## src/rtl/exec_unit_pkg.sv

```systemverilog
// Shared opcodes, FSM encodings and default widths for the execute stage.
package exec_unit_pkg;

    localparam int DATA_W_DEF = 32;
    localparam int ADDR_W_DEF = 2;

    typedef enum logic [2:0] {
        OP_ADD = 3'b000,
        OP_SUB = 3'b001,
        OP_AND = 3'b010,
        OP_OR  = 3'b011,
        OP_XOR = 3'b100,
        OP_SLT = 3'b101,
        OP_MUL = 3'b110,
        OP_RSV = 3'b111
    } op_e;

    typedef enum logic {
        S_IDLE = 1'b0,
        S_MUL  = 1'b1
    } state_e;

endpackage

```

## src/rtl/exec_unit_mul_seq.sv

```systemverilog
// Iterative shift-add multiplier: one partial product per cycle, DATA_W cycles.
module mul_seq #(
    parameter int DATA_W = 32
) (
    input  logic              clk,
    input  logic              reset,
    input  logic              start,
    input  logic [DATA_W-1:0] a,
    input  logic [DATA_W-1:0] b,
    output logic              done,
    output logic [DATA_W-1:0] product
);

    localparam int CNT_W = (DATA_W > 1) ? $clog2(DATA_W) : 1;
    localparam logic [CNT_W-1:0] LAST = CNT_W'(DATA_W - 1);

    logic [DATA_W-1:0] a_q, a_d, b_q, b_d, acc_q, acc_d, acc_step;
    logic [CNT_W-1:0]  cnt_q, cnt_d;
    logic              run_q, run_d;

    always_comb begin
        acc_step = acc_q + (b_q[0] ? a_q : '0);
        a_d      = a_q;
        b_d      = b_q;
        acc_d    = acc_q;
        cnt_d    = cnt_q;
        run_d    = run_q;
        if (start) begin
            a_d   = a;
            b_d   = b;
            acc_d = '0;
            cnt_d = '0;
            run_d = 1'b1;
        end else if (run_q) begin
            acc_d = acc_step;
            a_d   = a_q << 1;
            b_d   = b_q >> 1;
            cnt_d = cnt_q + 1'b1;
            if (cnt_q == LAST) run_d = 1'b0;
        end
    end

    // product is the post-iteration accumulator so the final step lands on the done edge
    assign done    = run_q && (cnt_q == LAST);
    assign product = acc_step;

    always_ff @(posedge clk or negedge reset) begin
        if (!reset) begin
            a_q   <= '0;
            b_q   <= '0;
            acc_q <= '0;
            cnt_q <= '0;
            run_q <= 1'b0;
        end else begin
            a_q   <= a_d;
            b_q   <= b_d;
            acc_q <= acc_d;
            cnt_q <= cnt_d;
            run_q <= run_d;
        end
    end

endmodule

```

## src/rtl/exec_unit.sv

```systemverilog
// Execute stage: single-cycle ALU plus iterative multiply, driving the register-file write-back port.
module exec_unit
    import exec_unit_pkg::*;
#(
    parameter int DATA_W = DATA_W_DEF,
    parameter int ADDR_W = ADDR_W_DEF
) (
    input  logic              clk,
    input  logic              reset,
    input  logic              in_valid,
    output logic              in_ready,
    input  logic [2:0]        op,
    input  logic [ADDR_W-1:0] dest,
    input  logic [DATA_W-1:0] src_a,
    input  logic [DATA_W-1:0] src_b,
    output logic              wb_en,
    output logic [ADDR_W-1:0] wb_reg,
    output logic [DATA_W-1:0] wb_data,
    output logic              wb_zero,
    output logic              busy
);

    state_e            state_q, state_d;
    logic              wb_en_q, wb_en_d, wb_zero_q, wb_zero_d;
    logic [ADDR_W-1:0] wb_reg_q, wb_reg_d, mul_dest_q, mul_dest_d;
    logic [DATA_W-1:0] wb_data_q, wb_data_d, alu_res, mul_prod;
    logic              accept, mul_start, mul_done, slt;

    assign in_ready = reset && (state_q == S_IDLE);
    assign accept   = in_valid && in_ready;
    assign busy     = (state_q == S_MUL);
    assign slt      = $signed(src_a) < $signed(src_b);

    always_comb begin
        alu_res = '0;
        unique case (op_e'(op))
            OP_ADD:  alu_res = src_a + src_b;
            OP_SUB:  alu_res = src_a - src_b;
            OP_AND:  alu_res = src_a & src_b;
            OP_OR:   alu_res = src_a | src_b;
            OP_XOR:  alu_res = src_a ^ src_b;
            OP_SLT:  alu_res = {{(DATA_W-1){1'b0}}, slt};
            OP_MUL:  alu_res = '0;
            OP_RSV:  alu_res = '0;
            default: alu_res = '0;
        endcase
    end

    mul_seq #(.DATA_W(DATA_W)) u_mul (
        .clk     (clk),
        .reset   (reset),
        .start   (mul_start),
        .a       (src_a),
        .b       (src_b),
        .done    (mul_done),
        .product (mul_prod)
    );

    always_comb begin
        state_d    = state_q;
        wb_en_d    = 1'b0;
        wb_reg_d   = wb_reg_q;
        wb_data_d  = wb_data_q;
        wb_zero_d  = wb_zero_q;
        mul_dest_d = mul_dest_q;
        mul_start  = 1'b0;
        if (accept) begin
            if (op == OP_MUL) begin
                state_d    = S_MUL;
                mul_start  = 1'b1;
                mul_dest_d = dest;
            end else if (op != OP_RSV) begin
                wb_en_d   = 1'b1;
                wb_reg_d  = dest;
                wb_data_d = alu_res;
                wb_zero_d = (alu_res == '0);
            end
        end
        // accept can only occur in IDLE, so this never collides with an ALU write-back
        if (state_q == S_MUL && mul_done) begin
            state_d   = S_IDLE;
            wb_en_d   = 1'b1;
            wb_reg_d  = mul_dest_q;
            wb_data_d = mul_prod;
            wb_zero_d = (mul_prod == '0);
        end
    end

    always_ff @(posedge clk or negedge reset) begin
        if (!reset) begin
            state_q    <= S_IDLE;
            wb_en_q    <= 1'b0;
            wb_reg_q   <= '0;
            wb_data_q  <= '0;
            wb_zero_q  <= 1'b0;
            mul_dest_q <= '0;
        end else begin
            state_q    <= state_d;
            wb_en_q    <= wb_en_d;
            wb_reg_q   <= wb_reg_d;
            wb_data_q  <= wb_data_d;
            wb_zero_q  <= wb_zero_d;
            mul_dest_q <= mul_dest_d;
        end
    end

    assign wb_en   = wb_en_q;
    assign wb_reg  = wb_reg_q;
    assign wb_data = wb_data_q;
    assign wb_zero = wb_zero_q;

endmodule

```

## config.mk

```make
export PLATFORM = sky130hd
export DESIGN_NAME = exec_unit
export DESIGN_NICKNAME = d
export VERILOG_FILES = /design/src/rtl/exec_unit_pkg.sv /design/src/rtl/exec_unit_mul_seq.sv /design/src/rtl/exec_unit.sv
export SDC_FILE = /design/constraint.sdc
export NUM_CORES = 1
export LEC_CHECK = 0
export BUFFER_PORTS_ARGS = -buffer_cell sky130_fd_sc_hd__buf_2
export CORE_MARGIN = 5
export CORE_UTILIZATION = 25
export CTS_CLUSTER_DIAMETER = 40
export DETAILED_ROUTE_END_ITERATION = 6
export GPL_TIMING_DRIVEN = 0
export PLACE_DENSITY_LB_ADDON = 0.3
export SLEW_MARGIN = 30
export SYNTH_ARGS = -nofsm -noshare
export SYNTH_HDL_FRONTEND = slang
export SYNTH_SLANG_ARGS = --single-unit
```

## constraint.sdc

```tcl
create_clock -name clk -period 3.7 [get_ports clk]
set_clock_uncertainty 0.15 [all_clocks]
set_input_delay 0.37 -clock clk [delete_from_list [all_inputs] [get_ports clk]]
set_output_delay 0.37 -clock clk [all_outputs]
set_load 0.03 [all_outputs]
```

==> metrics.txt, run 1 <==
# setup viols final 3; CTS H-tree depth 4; Crit Path Category in2reg; synthesis-stage register bit count 141; Max-Cap Viols 0; fin crit share 110%; via count 14100; syn nets 1891; Worst path top cell family by delay compound AO/OA/AOI/OAI gates; Critical Path AT 4.30 ns; Worst Hold Depth 3; fmax 247 MHz; Initial Util 25.1%; clk sinks 141; Skew-Pair Late Insertion Delay 0.47 ns; slowest stage delay, CP 0.54 ns; failing checks setup timing; WL per Instance 23.3 um; Unique masters post-synth 96; Hold WC Path Type in2reg; Syn Inst Count 1687; layout cell share with drive strength beyond 1 20.2%; HPWL Detailed 47100 um; clock slew at reported path FFs 0.07 ns; Finished Core Util 32.1%; Seq/Total Area, Yosys 26.2%; hold_sp src_b[23]; critical path, cell by cell buf_2 > ha_1 > fa_1 > a211oi_4 > nor4_4 > o21ai_0 > nor3b_2 > o211ai_1 > a21oi_1 > o22ai_1 > a21oi_1 > nand4_1 > nor4_4 > nand4_1 > o21bai_2; status complete, but fails checks; nets 2086; Tot Pwr 0.0119 W; top cells by area, synth dfrtp_1 (26%), ha_1 (12%), mux2i_1 (6.3%); max_slew headroom 27.2%; setup_tns -0.450 ns; cts bufs inserted 17; post-synth top area share 26.2%; Hold Fails Final Rpt 0; iteration-0 DRC count of the detailed router 1385; chip height 242 um; metal3 WL 4710 um; initial antenna violation count 5; die area 58500 um2; Max FO, Critical Path 5; number of cells on the worst reg-to-reg path 16; # rows 85; area grow syn2layout 27.9%; TritonCTS clock tree built; IO buf count 107; Top Metal Used met5; Final WS setup -0.355 ns; largest net degree at the start of global routing 60; Detail Route Antenna Nets 0; DRC Markers 0; Metal-1 WL 26800 um; number of enable flip-flop cells after synthesis 0; vias in the first global route 14000; overflow left after global routing 0; capture point of the worst reg-to-reg path wb_zero; WP data required 3.94 ns; Clock Tree Root clkbuf_16; asr flop ratio synth 100%; Buf/Inv on CP 1; Tightest Pin Transition 1.09 ns; Leak 7.52 nW; reg2reg start u_mul.cnt_q[0]; Worst Setup SP src_a[0]; fill count 5779; VDD IR max 0.303 mV; final WL 60400 um; Worst setup EP type flip-flop; pre-CTS setup slack -1.50 ns; Total GRT Usage 19.7%; drt first pass iters 5; RSZ-0062 raised after global routing yes; Max Slew Vio Count 0; min Tclk post-route 4.06 ns; Warnings, synthesis 0; first-pass GRT wire length 89200 um; synthesized cell area 13400 um2; register-to-register setup slack -0.27 ns; Via density 5.45; Placeable Area 53600 um2; mean post-synth cell area 7.97 um2; non-filler cells, final 2594; Min-Delay Endpoint u_mul.b_q[23]; Crit-path slowest cell a21oi_1; Placer Congestion 0.957; Synth Flop Type dfrtp_1; Power Dens Cells 693 nW/um2; Synth area leader dfrtp_1; io pins 110; die width 242 um; met2 WL 27800 um; Inst Count DP 2493; Clock Path Buffers 2; Critical Path Source Type primary input
cell usage in the layout (no fill, tap or decap), types with 8 or more instances in the layout:
cell           synthesis  final
clkbuf_16              0     17
inv_1                116    112
a31oi_1               20     19
nand4_1               21     21
o221ai_1               9      8
o21ai_1                8     12
o21bai_1              11      9
a211oi_1              36     24
dfrtp_1              141    140
o211ai_1              25     25
ha_1                 129    102
a21oi_1              125    114
o21a_1                10     10
clkbuf_1              87     63
buf_4                  1     53
a21o_1                31     31
clkbuf_2               0     13
a211oi_2               1      8
ha_4                   0     21
a21oi_2                1     10
dlygate4sd3_1          0     17
buf_2                  4    109
o31ai_1               12     10
nor3_1                24     18
nand3_1               31     29
and3_1                10      9
or3_1                  9      8
nand2_1              166    164
nor2_1               138    135
mux2i_1               85     83
o21ai_2                0      8
xnor2_1               28     25
and2_1                36     30
nor4_1                16     10
nand2b_1              12     12
o22ai_1               14     13
nor2b_1               11      9
xor2_1                16     13
o21ai_0              143    130
a22oi_1               19     18
routing by layer:
metal	up-vias	GRT usage, %
li1	6507	-
met1	6952	27.2
met2	606	32.1
met3	77	3.56
met4	4	5.00
met5	-	0
stage by stage:
step	hold slack [ns]	instance area [um2]
after floorplan	-0.0756	13500
after global placement	0.317	14900
after detailed placement	0.103	14900
after CTS	0.00107	16900
after global routing	0.0113	17200
final	0.00324	17200
worst max path at each step:
stage | endpoint | slack, ns | cells past startpoint
final | wb_zero | -0.36 | 15
after global routing | wb_zero | -0.36 | 15
after CTS | wb_zero | -0.25 | 16
after detailed placement | wb_zero | -1.50 | 12
after global placement | wb_zero | -3.09 | 13
after floorplan | wb_zero | -0.15 | 15
cell type report:
class | count | area [um2] | share of cell area (%)
multi-input cells | 1330 | 10000 | 58.3
plain buffers | 90 | 394 | 2.29
flip-flops and latches | 141 | 3530 | 20.5
clock inverters | 14 | 171 | 0.997
repair buffers | 183 | 1310 | 7.59
clock buffers | 18 | 439 | 2.55
diodes | 3 | 7.51 | 0.0437
inverters | 119 | 452 | 2.63
well taps | 696 | 871 | 5.06
timing repair:
action | CTS | global route
setup endpoints to repair | 120 | 32
hold endpoints to repair | 99 | 0
resized for setup | 165 | 57
hold buffers | 22 | 0
cloned | 1 | 0
pin swaps | 47 | 24
buffers inserted | 41 | 10
Yosys cell counts (14+ instances only):
cell type  count
nor3_1        24
a31oi_1       20
o21ai_0      143
o211ai_1      25
a22oi_1       19
inv_1        116
nand2_1      166
dfrtp_1      141
a21o_1        31
nand4_1       21
mux2i_1       85
nor4_1        16
xor2_1        16
and2_1        36
nand3_1       31
a211oi_1      36
a21oi_1      125
ha_1         129
xnor2_1       28
o22ai_1       14
nor2_1       138
clkbuf_1      87
worst register-to-register path: stages, from the launching register on:
cell and delay, ns:
dfrtp_1 0.40, ha_1 0.19, and3_1 0.17, ha_1 0.24, and3_1 0.17, clkbuf_1 0.41, nand2_1 0.23, nor3_1 0.20
nand3_1 0.12, nor3_2 0.17, o2111ai_1 0.24, a2111oi_4 0.39, nor3b_4 0.25, nand4b_1 0.14, nor4_2 0.16, a22o_1 0.17
o21bai_2 0.10
power breakdown:
group / switching, W / internal (W)
sequential: 0.000581 / 0.00226
combinational: 0.00428 / 0.00294
clock: 0.000819 / 0.00104
total: 0.00568 / 0.00624
logic make-up (layout without fill, tap and decap cells):
group	Yosys count	count (layout)	synth area share, %
adders and majority gates	132	132	12.5
xor gates and xnor gates	44	44	2.87
DFF	141	141	26.2
buffers and inverters	216	424	6.15
and+or+nand+nor	509	509	18.1
muxes	88	88	6.58
other	0	3	0
AOI/OAI and AO/OA	557	557	27.7
Power figures use the tool's default switching activity.
==> inputs of run 2 (changes only) <==
--- a/config.mk
+++ b/config.mk
@@ -7,7 +7,7 @@
 export LEC_CHECK = 0
 export BUFFER_PORTS_ARGS = -buffer_cell sky130_fd_sc_hd__buf_2
 export CORE_MARGIN = 5
-export CORE_UTILIZATION = 25
+export CORE_UTILIZATION = 45
 export CTS_CLUSTER_DIAMETER = 40
 export DETAILED_ROUTE_END_ITERATION = 6
 export GPL_TIMING_DRIVEN = 0
==> constraint.sdc (replaced) <==
create_clock -name clk -period 3.6 [get_ports clk]
set_clock_uncertainty 0.15 [all_clocks]
set_input_delay 0.36 -clock clk [delete_from_list [all_inputs] [get_ports clk]]
set_output_delay 0.36 -clock clk [all_outputs]
set_load 0.03 [all_outputs]
==> run 2 against run 1 <==
Compared with the run above:
- the flow finishes with violations (DRC, hold timing, setup timing)
- clock-buffer cell count rose by 2
- largest power group unchanged
- first-iteration DRC count rose by 17%
- critical endpoint unchanged
- global-route usage rose by 12 points
- clock power fell by 4%
==> metrics.txt, run 2 (synthesis gave the netlist of run 1 again) <==
commonest non-fill, non-tap cell in the layout nand2_1; Final WS setup -0.356 ns (-0.000954 ns); io pins 110 (unchanged); fill count 2728 (-53%); fin crit share 110%; Critical path destination wb_zero; max_slew headroom 31.0% (+3.8 points); die area 33400 um2 (-43%); Skew-Pair Late Insertion Delay 0.46 ns (about the same); DRC Markers 8 (+8); number of cells on the worst reg-to-reg path 15 (-1); Worst setup EP type flip-flop; final worst hold slack -0.00444 ns (-0.00768 ns); Max Slew Vio Count 0 (unchanged); Power Dens Cells 711 nW/um2 (+2.5%); Clock Tree Root clkbuf_16; switching share of total power 47.2% (-0.50 points); Placer Congestion 0.991 (+3.6%); Worst Setup SP u_mul.b_q[0]; cts bufs inserted 17 (unchanged); Total GRT Usage 31.5% (+12 points); Via density 6.36 (+17%); Crit Path Category reg2reg; die width 183 um (-24%); Hold WC Path Type in2reg; Initial Util 45.5% (+20 points); Hold Fails Final Rpt 1 (+1); Inst Count DP 2186 (-12%); first-pass GRT wire length 82200 um (-7.9%); Placeable Area 29600 um2 (-45%); failing checks DRC, hold timing, setup timing; clk sinks 141 (unchanged); RSZ-0062 raised after global routing yes; min Tclk post-route 3.96 ns; fmax 253 MHz; final WL 55000 um (-8.8%); critical path, cell by cell and2_4 > ha_4 > fa_2 > xnor2_1 > nand2_1 > nor3_1 > nand3_1 > nor3_2 > o2111ai_1 > a2111oi_4 > nor3b_2 > nand4b_1 > nor4_2 > a22o_1 > o21bai_2; met2 WL 24900 um (-10%); metal3 WL 5180 um (+10%); setup_tns -0.777 ns (-0.326 ns); overflow left after global routing 0 (unchanged); WP data required 3.83 ns (-0.11 ns); final instance area 17100 um2 (-0.49%); combinational group share of total power 61.6% (+1.0 points); vias in the first global route 14000 (+0.25%); most frequent cells in the layout nand2_1 (164), dfrtp_1 (140), nor2_1 (135); IO buf count 107 (unchanged); non-filler cells, final 2299 (-11%); WL per Instance 23.9 um (+2.9%); register-to-register setup slack -0.36 ns (-0.09 ns); clock slew at reported path FFs 0.07 ns (about the same); TritonCTS clock tree built; layout cell share with drive strength beyond 1 21.5% (+1.3 points); Max FO, Critical Path 6 (+1); drt first pass iters 7 (+2); via count 14600 (+3.4%); cell internal pwr 0.00642 W (+3.0%); Metal-1 WL 22400 um (-16%); Critical Path Source Type flip-flop; HPWL Detailed 40900 um (-13%); dpl cell area 14500 um2 (-2.6%); Top Metal Used met5; capture point of the worst reg-to-reg path wb_zero; iteration-0 DRC count of the detailed router 1624 (+17%); Antenna diodes 0 (-3); nets 2100 (+0.67%); largest net degree at the start of global routing 48 (-20%); reg2reg start u_mul.b_q[0]; initial antenna violation count 2 (-3); Finished Core Util 57.9% (+26 points); Clock power frac 14.7% (-0.9 points); # setup viols final 9 (+6); Reg power frac 23.7% (about the same); NetSw 0.00573 W (+0.92%); slowest stage delay, CP 0.47 ns (-0.07 ns); chip height 183 um (-24%); area grow syn2layout 27.2%; VDD IR max 0.377 mV (+24%); Detail Route Antenna Nets 0 (unchanged); Clock Path Buffers 2 (unchanged); Tightest Pin Transition 1.03 ns (-0.0606 ns); CTS H-tree depth 4 (unchanged); Critical Path AT 4.19 ns (-0.11 ns); Crit-path slowest cell dfrtp_2; Leak 7.62 nW (+1.3%); # rows 63 (-26%); status complete, but fails checks; Max-Cap Viols 0 (unchanged)
==> run 2: cell types whose count changed in the layout (fill, tap and decap cells not counted), moves of 4 or more <==
cell,change
buf_2,-12
inv_1,-8
clkbuf_1,+5
clkinvlp_4,+4
buf_6,+6
buf_4,+16
a21oi_1,-4
==> run 2: worst min path at each step <==
stage               from            end  cells past startpoint
2_1_floorplan      reset           busy                      0
3_3_place_gp   wb_reg[0]      wb_reg[0]                      2
3_5_place_dp       reset  u_mul.b_q[20]                      1
4_1_cts        src_b[14]  u_mul.b_q[14]                      3
5_1_grt        src_b[13]  u_mul.b_q[13]                      3
6_report       src_b[13]  u_mul.b_q[13]                      3
==> run 2: repair_timing <==
item,in CTS,in global routing
gates cloned,2,0
endpoints found under the hold margin,94,0
hold buffers,20,0
gates resized for setup,176,108
pin swaps,61,38
endpoints found under the setup margin,119,47
buffers inserted,43,25
==> run 2: through the flow <==
| stage | worst slack [ns] | power, W |
|---|---|---|
| floorplan | -0.238 | 0.00704 |
| global route | -0.514 | 0.0129 |
| global placement | -2.84 | 0.00870 |
| detailed placement | -1.60 | 0.00882 |
| CTS | -0.224 | 0.0116 |
| finish | -0.356 | 0.0122 |
==> run 2: cell type report <==
class | count | area (um2) | share of cell area [%]
Inverter | 119 | 487 | 2.84
Sequential cell | 141 | 3530 | 20.6
Clock inverter | 12 | 113 | 0.658
Clock buffer | 20 | 457 | 2.67
Timing Repair Buffer | 198 | 1530 | 8.94
Buffer | 89 | 400 | 2.34
Multi-Input combinational cell | 1330 | 10100 | 59.1
Tap cell | 390 | 488 | 2.85
==> run 2: worst max-delay path, delay by kind of cell, from the launching register on <==
kind                       cells  cell delay, ns
and+or+nand+nor                8            1.56
DFF                            1            0.47
xor gates and xnor gates       1            0.27
AOI/OAI and AO/OA              4            0.87
adders and majority gates      2            0.55
==> run 2: per-layer routing <==
metal	up-vias	track usage, %
met4	4	12.5
met3	169	6.62
met5	-	0
met1	7117	41.5
met2	777	50.9
li1	6558	-
==> run 2: power by group through the flow <==
stage | sequential (W) | combinational (W) | clock [W]
4_1_cts | 0.00286 | 0.00697 | 0.00179
5_1_grt | 0.00296 | 0.00804 | 0.00185
2_1_floorplan | 0.00304 | 0.00399 | 0
6_report | 0.00288 | 0.00749 | 0.00178
3_3_place_gp | 0.00282 | 0.00588 | 0
3_5_place_dp | 0.00284 | 0.00598 | 0
==> inputs of run 3 (changes only) <==
==> constraint.sdc (replaced) <==
create_clock -name clk -period 3.2 [get_ports clk]
set_clock_uncertainty 0.15 [all_clocks]
set_input_delay 0.32 -clock clk [delete_from_list [all_inputs] [get_ports clk]]
set_output_delay 0.32 -clock clk [all_outputs]
set_load 0.03 [all_outputs]
==> run 3 against run 2 <==
Compared with the run above:
- the flow finishes with violations (DRC, setup timing)
- critical path depth is the same
- utilization increased by 0.99 points
- non-clock buffer count grew 14
- die area unchanged
- setup slack lost 0.50 ns
- combinational power grew 17%
- sequential power rose by 12%
- worst hold slack improved by 0.019 ns
- routed wire length down 0.23%
- via count is 0.11% higher
- register-to-register slack got worse by 0.50 ns
- first-iteration DRC count is 1.2% lower
==> metrics.txt, run 3 (synthesis gave the netlist of run 1 again) <==
# rows 63 (unchanged); final worst hold slack 0.0145 ns (+0.0189 ns); clk sinks 141 (unchanged); Placeable Area 29600 um2 (unchanged); nets 2114 (+0.67%); Hold Fails Final Rpt 0 (-1); Worst setup EP type flip-flop; cts bufs inserted 17 (unchanged); setup_tns -5.59 ns (-4.82 ns); Detail Route Antenna Nets 0 (unchanged); failing checks DRC, setup timing; io pins 110 (unchanged); Reg power frac 22.8% (-0.9 points); IO buf count 107 (unchanged); cell internal pwr 0.00742 W (+16%); most frequent cells in the layout nand2_1 (164), dfrtp_1 (140), nor2_1 (131); clock slew at reported path FFs 0.07 ns (about the same); Crit Path Category reg2reg; TritonCTS clock tree built; Placer Congestion 1.01 (+2.2%); final WL 54900 um (-0.23%); drt first pass iters 7 (unchanged); Clock Path Buffers 2 (unchanged); CTS H-tree depth 4 (unchanged); fill count 2714 (-0.51%); die area 33400 um2 (unchanged); VDD IR max 0.460 mV (+22%); Critical Path Source Type flip-flop; # setup viols final 19 (+10); min Tclk post-route 4.06 ns (+0.103 ns); overflow left after global routing 0 (unchanged); combinational group share of total power 62.1% (+0.5 points); WP data required 3.42 ns (-0.41 ns); Max-Cap Viols 0 (unchanged); first-pass GRT wire length 82100 um (about the same); Clock power frac 15.1% (+0.4 points); Tightest Pin Transition 1.07 ns (+0.0340 ns); via count 14600 (+0.11%); largest net degree at the start of global routing 56 (+17%); Final WS setup -0.859 ns (-0.503 ns); RSZ-0062 raised after global routing yes; Max FO, Critical Path 6 (unchanged); Critical Path AT 4.28 ns (+0.09 ns); NetSw 0.00676 W (+18%); fmax 246 MHz (-2.5%); max_slew headroom 28.7% (-2.3 points); switching share of total power 47.7% (+0.49 points); Hold WC Path Type in2reg; DRC Markers 2 (-6); Clock Tree Root clkbuf_16; Metal-1 WL 22600 um (+0.87%); iteration-0 DRC count of the detailed router 1605 (-1.2%); Via density 6.33 (-0.50%); Antenna diodes 0 (unchanged); WL per Instance 23.7 um (-0.84%); Power Dens Cells 815 nW/um2 (+15%); metal3 WL 5120 um (-1.2%); Initial Util 45.5% (unchanged); initial antenna violation count 2 (unchanged); fin crit share 127% (+17 points); area grow syn2layout 29.4%; Total GRT Usage 31.5% (-0.044 points); met2 WL 25200 um (+1.1%); vias in the first global route 14000 (-0.029%); Top Metal Used met5; status complete, but fails checks; chip height 183 um (unchanged); HPWL Detailed 40600 um (-0.90%); Max Slew Vio Count 0 (unchanged); Leak 7.72 nW (+1.3%); pre-CTS setup slack -1.85 ns (-0.250 ns); die width 183 um (unchanged); Skew-Pair Late Insertion Delay 0.45 ns (about the same); commonest non-fill, non-tap cell in the layout nand2_1; layout cell share with drive strength beyond 1 22.5% (+0.99 points)
-- run 3: cell types whose count changed in the layout (fill, tap and decap cells not counted), sizes merged --
| cell | previous run | this run |
|---|---|---|
| clkinvlp | 5 | 3 |
| clkinv | 7 | 5 |
| clkbuf | 101 | 100 |
| inv | 118 | 124 |
| bufinv | 1 | 2 |
| buf | 190 | 177 |
| dlygate4sd3 | 15 | 40 |
-- run 3: area by class of cell --
type                            count  area [um2]  area share (%)
Buffer                             91         412            2.37
Clock buffer                       17         425            2.44
Clock inverter                     15         179            1.03
Sequential cell                   141        3530            20.3
Multi-Input combinational cell   1330       10300            59.2
Tap cell                          390         488            2.80
Inverter                          119         472            2.71
Timing Repair Buffer              210        1600            9.19
-- run 3: per-layer routing --
layer | track usage [%] | vias up
li1 | - | 6584
met1 | 42.7 | 7121
met5 | 0 | -
met2 | 51.6 | 782
met4 | 9.83 | 4
met3 | 5.37 | 150
-- run 3: critical path, stage by stage, from the launching register on --
cell and delay (ns):
dfrtp_2 0.48, and2_4 0.17, ha_4 0.16, fa_2 0.36, a211oi_4 0.23, o21ai_2 0.09, and3b_2 0.24, o211ai_1 0.35
nand2_1 0.17, xnor2_2 0.17, or4b_4 0.54, nor3b_4 0.19, nand4b_1 0.13, nor4_2 0.28, a22o_1 0.18, o21bai_2 0.10
-- run 3: worst paths after layout --
kind                              startpoint       endpoint  slack (ns)  cells past startpoint
min in group asynchronous              reset  u_mul.b_q[23]        0.46                      4
worst max register to register  u_mul.b_q[0]        wb_zero       -0.86                     15
max in group asynchronous              reset  u_mul.a_q[22]        2.12                      3
worst max-delay path            u_mul.b_q[0]        wb_zero       -0.86                     15
worst min-delay path               src_a[30]  u_mul.a_q[30]        0.01                      3
worst min register to register     wb_reg[1]      wb_reg[1]        0.33                      2
-- run 3: metrics by stage --
step / total power (W) / cell area (um2) / util [%] / instances
after floorplan: 0.00801 / 13600 / - / 1687
after global placement: 0.00991 / 14600 / 49.5 / 2184
after detailed placement: 0.0100 / 14700 / 49.6 / 2185
after CTS: 0.0133 / 16700 / 56.5 / 2290
after global routing: 0.0150 / 17400 / 58.9 / 2313
final: 0.0142 / 17400 / 58.9 / 2313
-- run 3: timing repair --
action / CTS / global route
endpoints found under the setup margin: 132 / 58
gates cloned: 2 / 0
buffers inserted: 36 / 27
pin swaps: 58 / 55
endpoints found under the hold margin: 94 / 0
resized for setup: 151 / 130
hold buffers: 43 / 0
-- run 3: power by group through the flow --
stage	Clock, W	Sequential, W	Combinational, W
5_1_grt	0.00224	0.00331	0.00942
3_3_place_gp	0	0.00318	0.00673
6_report	0.00215	0.00323	0.00880
4_1_cts	0.00216	0.00319	0.00797
2_1_floorplan	0	0.00343	0.00458
3_5_place_dp	0	0.00319	0.00685
